==> config.mk <==
export PLATFORM = sky130hd
export DESIGN_NAME = pipe_skid_stage
export DESIGN_NICKNAME = d
export VERILOG_FILES = /design/src/rtl/pipe_pkg.sv /design/src/rtl/pipe_skid_stage_entry.sv /design/src/rtl/pipe_skid_stage.sv
export SDC_FILE = /design/constraint.sdc
export NUM_CORES = 1
export LEC_CHECK = 0
export BUFFER_PORTS_ARGS = -buffer_cell sky130_fd_sc_hd__buf_2
export CAP_MARGIN = 10
export CORE_MARGIN = 2
export CORE_UTILIZATION = 49
export DETAILED_ROUTE_END_ITERATION = 8
export PLACE_DENSITY_LB_ADDON = 0.1
export SLEW_MARGIN = 30
export SYNTH_ARGS = -nofsm -noshare
export SYNTH_HDL_FRONTEND = slang
export SYNTH_SLANG_ARGS = --single-unit
==> constraint.sdc <==
create_clock -name clk -period 1.7 [get_ports clk]
set_input_delay 0.34 -clock clk [delete_from_list [all_inputs] [get_ports clk]]
set_output_delay 0.34 -clock clk [all_outputs]
set_load 0.005 [all_outputs]
==> src/rtl/pipe_pkg.sv <==
// Shared definitions for pipeline stage registers.
// Holds the nop encoding, the default bubble PC, and helpers that pack and
// unpack the {pc, instr} header of a stage payload. A full payload is laid
// out as {data, instr, pc}. The header therefore sits in the low 64 bits
// whatever NUM_DATA*DATA_W is, so the helpers need no width parameter.
package pipe_pkg;

    localparam logic [31:0] NOP_INSTR        = 32'h0000_0000;
    localparam logic [31:0] RESET_PC_DEFAULT = 32'h0000_3000;
    localparam int unsigned HDR_W            = 64;

    typedef struct packed {
        logic [31:0] instr;
        logic [31:0] pc;
    } stage_hdr_t;

    function automatic logic [HDR_W-1:0] pack_hdr(input logic [31:0] pc,
                                                  input logic [31:0] instr);
        return {instr, pc};
    endfunction

    function automatic stage_hdr_t unpack_hdr(input logic [HDR_W-1:0] hdr);
        return stage_hdr_t'(hdr);
    endfunction

endpackage

==> src/rtl/pipe_skid_stage_entry.sv <==
// pipe_entry: one payload register with a valid bit.
// Ports:
//   clk, reset  clock and synchronous active-high reset
//   load        capture d and mark the entry valid
//   clear       drop the entry and turn the header into a bubble.
//               The data words are kept.
//   d           payload {data, instr, pc}
//   valid, q    registered valid bit and payload
// reset takes priority over clear, and clear takes priority over load.
module pipe_entry
    import pipe_pkg::*;
#(
    parameter int unsigned PAYLOAD_W = 128,
    parameter logic [31:0] RESET_PC  = RESET_PC_DEFAULT
) (
    input  logic                 clk,
    input  logic                 reset,
    input  logic                 load,
    input  logic                 clear,
    input  logic [PAYLOAD_W-1:0] d,
    output logic                 valid,
    output logic [PAYLOAD_W-1:0] q
);

    localparam logic [HDR_W-1:0] BUBBLE_HDR = pack_hdr(RESET_PC, NOP_INSTR);

    always_ff @(posedge clk) begin
        if (reset) begin
            valid <= 1'b0;
            q     <= {{(PAYLOAD_W-HDR_W){1'b0}}, BUBBLE_HDR};
        end else if (clear) begin
            valid          <= 1'b0;
            q[HDR_W-1:0]   <= BUBBLE_HDR;
        end else if (load) begin
            valid <= 1'b1;
            q     <= d;
        end
    end

endmodule

==> src/rtl/pipe_skid_stage.sv <==
// pipe_skid_stage: a pipeline stage register with a valid/ready handshake
// and a 2-entry skid buffer.
// The MAIN entry drives out_*. The SKID entry catches an entry that is
// accepted while MAIN is stalled. in_ready and occupancy come straight from
// flops.
// Ports:
//   clk, reset                    clock and synchronous active-high reset
//   in_valid/in_ready             upstream handshake
//   in_pc, in_instr, in_data      incoming entry (word k = [k*DATA_W +: DATA_W])
//   flush                         kills held entries and any offered entry
//   out_valid/out_ready           downstream handshake
//   out_pc, out_instr, out_data   head entry. While out_valid=0 this is a
//                                 bubble (pc RESET_PC, instr nop).
//   occupancy                     number of held entries (0..2)
module pipe_skid_stage
    import pipe_pkg::*;
#(
    parameter int unsigned DATA_W   = 32,
    parameter int unsigned NUM_DATA = 2,
    parameter logic [31:0] RESET_PC = RESET_PC_DEFAULT
) (
    input  logic                       clk,
    input  logic                       reset,
    input  logic                       in_valid,
    output logic                       in_ready,
    input  logic [31:0]                in_pc,
    input  logic [31:0]                in_instr,
    input  logic [NUM_DATA*DATA_W-1:0] in_data,
    input  logic                       flush,
    output logic                       out_valid,
    input  logic                       out_ready,
    output logic [31:0]                out_pc,
    output logic [31:0]                out_instr,
    output logic [NUM_DATA*DATA_W-1:0] out_data,
    output logic [1:0]                 occupancy
);

    localparam int unsigned DW = NUM_DATA * DATA_W;
    localparam int unsigned PW = HDR_W + DW;

    logic          accept;
    logic          issue;
    logic          main_valid;
    logic          skid_valid;
    logic          main_load;
    logic          main_clear;
    logic          skid_load;
    logic          skid_clear;
    logic          main_valid_nxt;
    logic          skid_valid_nxt;
    logic [PW-1:0] in_payload;
    logic [PW-1:0] main_d;
    logic [PW-1:0] main_q;
    logic [PW-1:0] skid_q;
    stage_hdr_t    head_hdr;

    assign accept     = in_valid & in_ready;
    assign issue      = main_valid & out_ready;
    assign in_payload = {in_data, pack_hdr(in_pc, in_instr)};

    // A held SKID entry always goes to MAIN before new input does. While SKID
    // is valid, in_ready is 0, so the two sources never compete.
    assign main_d = skid_valid ? skid_q : in_payload;

    always_comb begin
        main_load  = 1'b0;
        main_clear = 1'b0;
        skid_load  = 1'b0;
        skid_clear = 1'b0;
        if (flush) begin
            main_clear = 1'b1;
            skid_clear = 1'b1;
        end else if (main_valid) begin
            if (issue) begin
                if (skid_valid || accept) begin
                    main_load = 1'b1;
                end else begin
                    main_clear = 1'b1;
                end
                skid_clear = skid_valid;
            end else if (accept) begin
                skid_load = 1'b1;
            end
        end else if (accept) begin
            main_load = 1'b1;
        end
    end

    // Compute the next valid bits here so that in_ready and occupancy can be
    // registered. They then agree with the entry valids on every cycle.
    assign main_valid_nxt = main_load | (main_valid & ~main_clear);
    assign skid_valid_nxt = skid_load | (skid_valid & ~skid_clear);

    always_ff @(posedge clk) begin
        if (reset) begin
            in_ready  <= 1'b1;
            occupancy <= '0;
        end else begin
            in_ready  <= ~skid_valid_nxt;
            occupancy <= {1'b0, main_valid_nxt} + {1'b0, skid_valid_nxt};
        end
    end

    pipe_entry #(
        .PAYLOAD_W (PW),
        .RESET_PC  (RESET_PC)
    ) u_main (
        .clk   (clk),
        .reset (reset),
        .load  (main_load),
        .clear (main_clear),
        .d     (main_d),
        .valid (main_valid),
        .q     (main_q)
    );

    pipe_entry #(
        .PAYLOAD_W (PW),
        .RESET_PC  (RESET_PC)
    ) u_skid (
        .clk   (clk),
        .reset (reset),
        .load  (skid_load),
        .clear (skid_clear),
        .d     (in_payload),
        .valid (skid_valid),
        .q     (skid_q)
    );

    assign head_hdr  = unpack_hdr(main_q[HDR_W-1:0]);
    assign out_valid = main_valid;
    assign out_pc    = head_hdr.pc;
    assign out_instr = head_hdr.instr;
    assign out_data  = main_q[PW-1:HDR_W];

endmodule

==> After elaboration in Yosys (flattened, before gate mapping) <==
Index checks and enable logic that the tools add are counted.
{ "op_classes": {"mux": 16, "n_reduce_logical": 5, "bitwise": 9, "add_sub_neg": 1} }
{ "ops": {"columns": ["operator", "n"], "rows": [
  ["two-way mux 128 bit", 1],
  ["two-way mux 1 bit", 15],
  ["bitwise AND 1 bit", 4],
  ["AND reduction 2 bit", 2],
  ["OR reduction 2 bit", 2],
  ["NOT 1 bit", 3],
  ["adder 1 x 1 -> 2 bit", 1],
  ["bitwise OR 1 bit", 2],
  ["logical OR 1 bit", 1]
]} }
{ "totals": {"word_cells": 39, "ff_bits": 261, "output_inout_bits": 132, "in_bits": 133} }

==> Depth between registers and ports, before layout <==
{ "depth": {"depth_word": 10, "mapped_depth": 8, "depth_no_buf": 5} }

==> By module <==
From an unflattened synthesis, not the netlist that was laid out.
{ "unflattened": {"cells_unflattened": 1166, "area_unflattened_um2": 12364.4} }
{ "by_module_without_submodules": {"columns": ["mod", "area_per_inst_um2", "seq_area_each_um2", "n_inst", "cells_each"], "rows": [
  ["pipe_entry", 5290.1, 2582.5, 2, 502],
  ["pipe_skid_stage", 1784.2, 60.1, 1, 162]
]} }

==> Least setup slack after synthesis <==
OpenSTA, ideal clock, no wires.
{ "synth_timing": {"path_kind": "input to register", "from": "input port flush", "to": "register occupancy[0]", "path_slack_ns": -0.069, "path_buffers": 4, "path_stages": 8, "t_required_ns": 1.573, "arrival_ns": 1.642, "setup_ns": 0.127, "cell_sequence": "buf_2 > buf_2 > buf_2 > clkbuf_1 > a31oi_1 > a21boi_1 > ha_1 > nor2b_1"} }
{ "synth_via": {"elab_chain_cells": 5, "elab_cells_between_ends": 11, "cone_classes": "add/sub (1); mux (4); bitwise (6)"} }
{ "synth_lines": {"columns": ["item", "line", "rtl"], "rows": [
  ["start, declared", "pipe_skid_stage.sv:29", "input logic flush,"],
  ["two-way mux 1 bit", "pipe_skid_stage.sv:70", "if (flush) begin"],
  ["NOT 1 bit (no source line)", null, null],
  ["bitwise AND 1 bit (on tied branches)", "pipe_skid_stage.sv:91, pipe_skid_stage.sv:92", null],
  ["bitwise OR 1 bit (on tied branches)", "pipe_skid_stage.sv:91, pipe_skid_stage.sv:92", null],
  ["adder 1 x 1 -> 2 bit *", "pipe_skid_stage.sv:100", "occupancy <= {1'b0, main_valid_nxt} + {1'b0, skid_valid_nxt};"],
  ["end signal, assigned", "pipe_skid_stage.sv:100", null],
  ["end, declared", "pipe_skid_stage.sv:35", "output logic [1:0] occupancy"]
]} }
Every way passes the cells marked *; elsewhere a longest branch is shown, timed or not.
A chain may end at the register's enable or synchronous reset.

==> Worst setup path in the final report <==
{ "layout_timing": {"from": "register u_skid.valid", "to": "register u_main.q[48]"} }
{ "layout_via": {"elab_chain_cells": 6, "elab_cells_between_ends": 11, "cone_classes": "mux (9); reduce/logical (2)"} }
{ "layout_lines": {"columns": ["item", "line", "rtl"], "rows": [
  ["start, declared", "pipe_skid_stage_entry.sv:21", "output logic valid,"],
  ["start signal, assigned", "pipe_skid_stage_entry.sv:29", "valid <= 1'b0;"],
  ["start signal, assigned", "pipe_skid_stage_entry.sv:32", "valid <= 1'b0;"],
  ["start signal, assigned", "pipe_skid_stage_entry.sv:35", "valid <= 1'b1;"],
  ["logical OR 1 bit", "pipe_skid_stage.sv:75", "if (skid_valid || accept) begin"],
  ["two-way mux 1 bit", "pipe_skid_stage.sv:75", null],
  ["two-way mux 1 bit", "pipe_skid_stage.sv:74", "if (issue) begin"],
  ["two-way mux 1 bit", "pipe_skid_stage.sv:73", "end else if (main_valid) begin"],
  ["two-way mux 1 bit", "pipe_skid_stage.sv:70", null],
  ["OR reduction 2 bit (no source line)", null, null],
  ["end signal, assigned", "pipe_skid_stage_entry.sv:30", "q <= {{(PAYLOAD_W-HDR_W){1'b0}}, BUBBLE_HDR};"],
  ["end, declared", "pipe_skid_stage_entry.sv:22", "output logic [PAYLOAD_W-1:0] q"]
]} }
Parallel ways exist; a longest one is shown, timed or not.

==> qor.csv <==
stage,metric,value,unit
synth,library cells used by synthesis,35,
place,Post-DP HPWL,21740,um
die,Ports,265,
cells_and_area,most frequent cells in the layout,"buf_2, dfxtp_1, a31oi_1",
power,static leakage,0.005437,uW
place,placer congestion estimate,0.7891,
sta,setup tns final,0,ps
sta,min Tclk post-route,1612,ps
global_route,initial antenna violation count,6,
setup_path,Critical Path RT,2110,ps
cells_and_area,"commonest non-fill, non-tap cell in the layout",buf_2,
drt,Via-to-Cell Ratio,6.186,
clocking,CTS tree,yes,
sta,count of final setup violators,0,
setup_path,CP peak stage delay,450,ps
sta,Fmax,0.6205,GHz
drt,DRT iter0 DRCs,1263,
place,Port Buf Inserts,264,
setup_path,CP Cell Sequence,buf_4 -> buf_12 -> mux2_1 -> nor4_1 -> nor3_2,
synth,post-synthesis register bit count,261,
power,total power,14080,uW
die,die footprint,0.02587,mm^2
synth,Yosys warning total,0,
synth,"Seq/Total Area, Yosys",43.35,%
setup_path,Reg2Reg Setup Slack,90,ps
outcome,status,finished clean,
die,row cnt,57,
cells_and_area,Area Overhead vs Synth,23.66,%
setup_path,CP arrival,2020,ps
synth,Mapped Area,0.01205,mm^2
cells_and_area,nets,1674,
sta,worst-margin pin slew,518.8,ps
sta,clk_skew,11.45,ps
synth,Synth Instances,1364,
setup_path,CP Class,reg2reg,
synth,asr flop ratio synth,0,%
setup_path,Worst setup SP type,flop,
clocking,CTS root buffer,clkbuf_16,
global_route,GRT Overall Usage,27.07,%
setup_path,Worst path slowest cell,dfxtp_4,
job,maxcap violations,0,
setup_path,Critical Path End Type,flop,
power,PwrDens,944.8,mW/mm^2
drt,Post-DRT Antenna Nets,0,
die,width of the die,160.8,um
synth,Post-synth EDFFs,0,
hold_path,Hold Crit Class,in2reg,
setup_path,number of buffers and inverters on the critical path,2,
cells_and_area,Fill cells,2147,
sta,worst setup margin,88.48,ps
global_route,first-pass GRT wire length,58820,um
global_route,vias in the first global route,11070,
place,Cell Count Post-Placement,1828,
global_route,gr ovfl total,0,
sta,Final Cycle Share,94.80,%
die,Starting Density,49.71,%
setup_path,crit-path max FO,24,
power,worst vdd ir,518.8,uV
clocking,"CTS clk-pin slew, worst paths",70,ps
synth,Mean Syn Cell Area,8.836,um^2
drt,wire length per cell,19.40,um
drt,DRC,0,
sta,endpoints failing hold,0,
cells_and_area,fin area,0.01490,mm^2
sta,Max-slew headroom,65.41,%
drt,vias,11670,
clocking,insertion delay to the later sink of the worst-skew pair,540,ps
place,Placement Setup Slack,74.51,ps
cells_and_area,proportion of layout cells with a drive suffix above 1,30.21,%
sta,max-slew violation count,0,
clocking,clock buffer depth,3,
drt,Pre-antenna DRT Iters,5,
clocking,clk sink count,261,
clocking,CTS Hold Buffers Added,0,
drt,Routed WL,36620,um
die,Die Ht,160.8,um
clocking,Num CTS Buffers,29,
die,core area,0.02425,mm^2
synth,net count after synthesis,1498,
synth,Main synth FF type,dfxtp_1,
setup_path,Worst path top cell family by delay,flip-flops,
cells_and_area,Finished Layout Cells,1887,
clocking,H-tree levels,1,
global_route,largest net degree at the start of global routing,111,
place,placed cell area,0.01393,mm^2
-- per-layer routing --
metal	vias to the layer above	global-route usage, %	part of all wire, %
li1	5511	-	-
met1	5670	37.43	44
met2	421	43.18	46
met3	65	5.811	7.7
met4	6	6.940	2.2
met5	-	0	0.10
-- synth_stat cells (11+ instances only) --
cell,instances,share of area (%)
a31oi_1,128,6.6
buf_2,52,2.2
mux2_2,34,3.2
nor4_1,128,6.6
dfxtp_1,261,43
o21ai_0,115,4.8
clkbuf_1,114,3.6
nand3_1,127,5.3
a21oi_1,127,5.3
buf_1,11,0.34
o21ai_1,11,0.46
mux2_1,92,8.6
nor3_2,49,4.1
nor3_1,77,3.2
-- area by class of cell --
cell class / count / area, um^2 / share of cell area [%]
timing repair buffer: 330 / 2276 / 15.27
inverter: 4 / 22.52 / 0.1511
sequential: 261 / 5230 / 35.09
clock inverter: 9 / 76.32 / 0.5121
antenna: 4 / 10.01 / 0.06716
clock buffer: 41 / 840.8 / 5.641
multi-input combinational: 914 / 6043 / 40.55
tap: 324 / 405.4 / 2.720
-- state kept, by name, indices dropped and copies added (netlist names) --
name / count
in_ready: 1
occupancy: 2
u_skid.valid: 1
u_main.valid: 1
u_skid.q: 128
u_main.q: 128
-- power breakdown --
group / switching [uW] / internal [uW]
sequential: 96.2 / 6290
clock: 2500 / 3560
combinational: 936 / 695
-- final timing paths --
path,start,depth (start not counted),endpoint
setup / recovery,u_skid.valid,5,u_main.q[48]
hold / removal,in_pc[12],2,u_skid.q[12]
setup reg to reg,u_skid.valid,5,u_main.q[48]
hold reg to reg,u_skid.q[81],2,u_skid.q[81]
-- kinds of logic after synthesis --
group	Yosys count	synth area share [%]
simple gates	393	19.83
compound gates	392	17.92
flops	261	43.35
buf+inv	189	6.862
mux	128	11.94
fa+ha+maj	1	0.1038
-- through the flow --
| step | hold WS [ps] | utilization, % |
|---|---|---|
| final | 25.02 | 61.47 |
| after global placement | 455.6 | 57.43 |
| after CTS | 3.914 | 61.21 |
| after floorplan | 450.2 | - |
| after global routing | 27.86 | 61.44 |
| after detailed placement | 464.8 | 57.43 |
-- what timing repair did --
action                                  in CTS  in global routing
resized for setup                            0                  3
buffers inserted                             0                  5
endpoints found under the setup margin       0                 72
-- worst reg2reg max path, delay by kind of cell (launching register included) --
kind / cells / cell delay [ps]
DFF: 1 / 450
muxes: 1 / 350
and+or+nand+nor: 2 / 350
buffers and inverters: 2 / 340
Power figures use the tool's default switching activity.
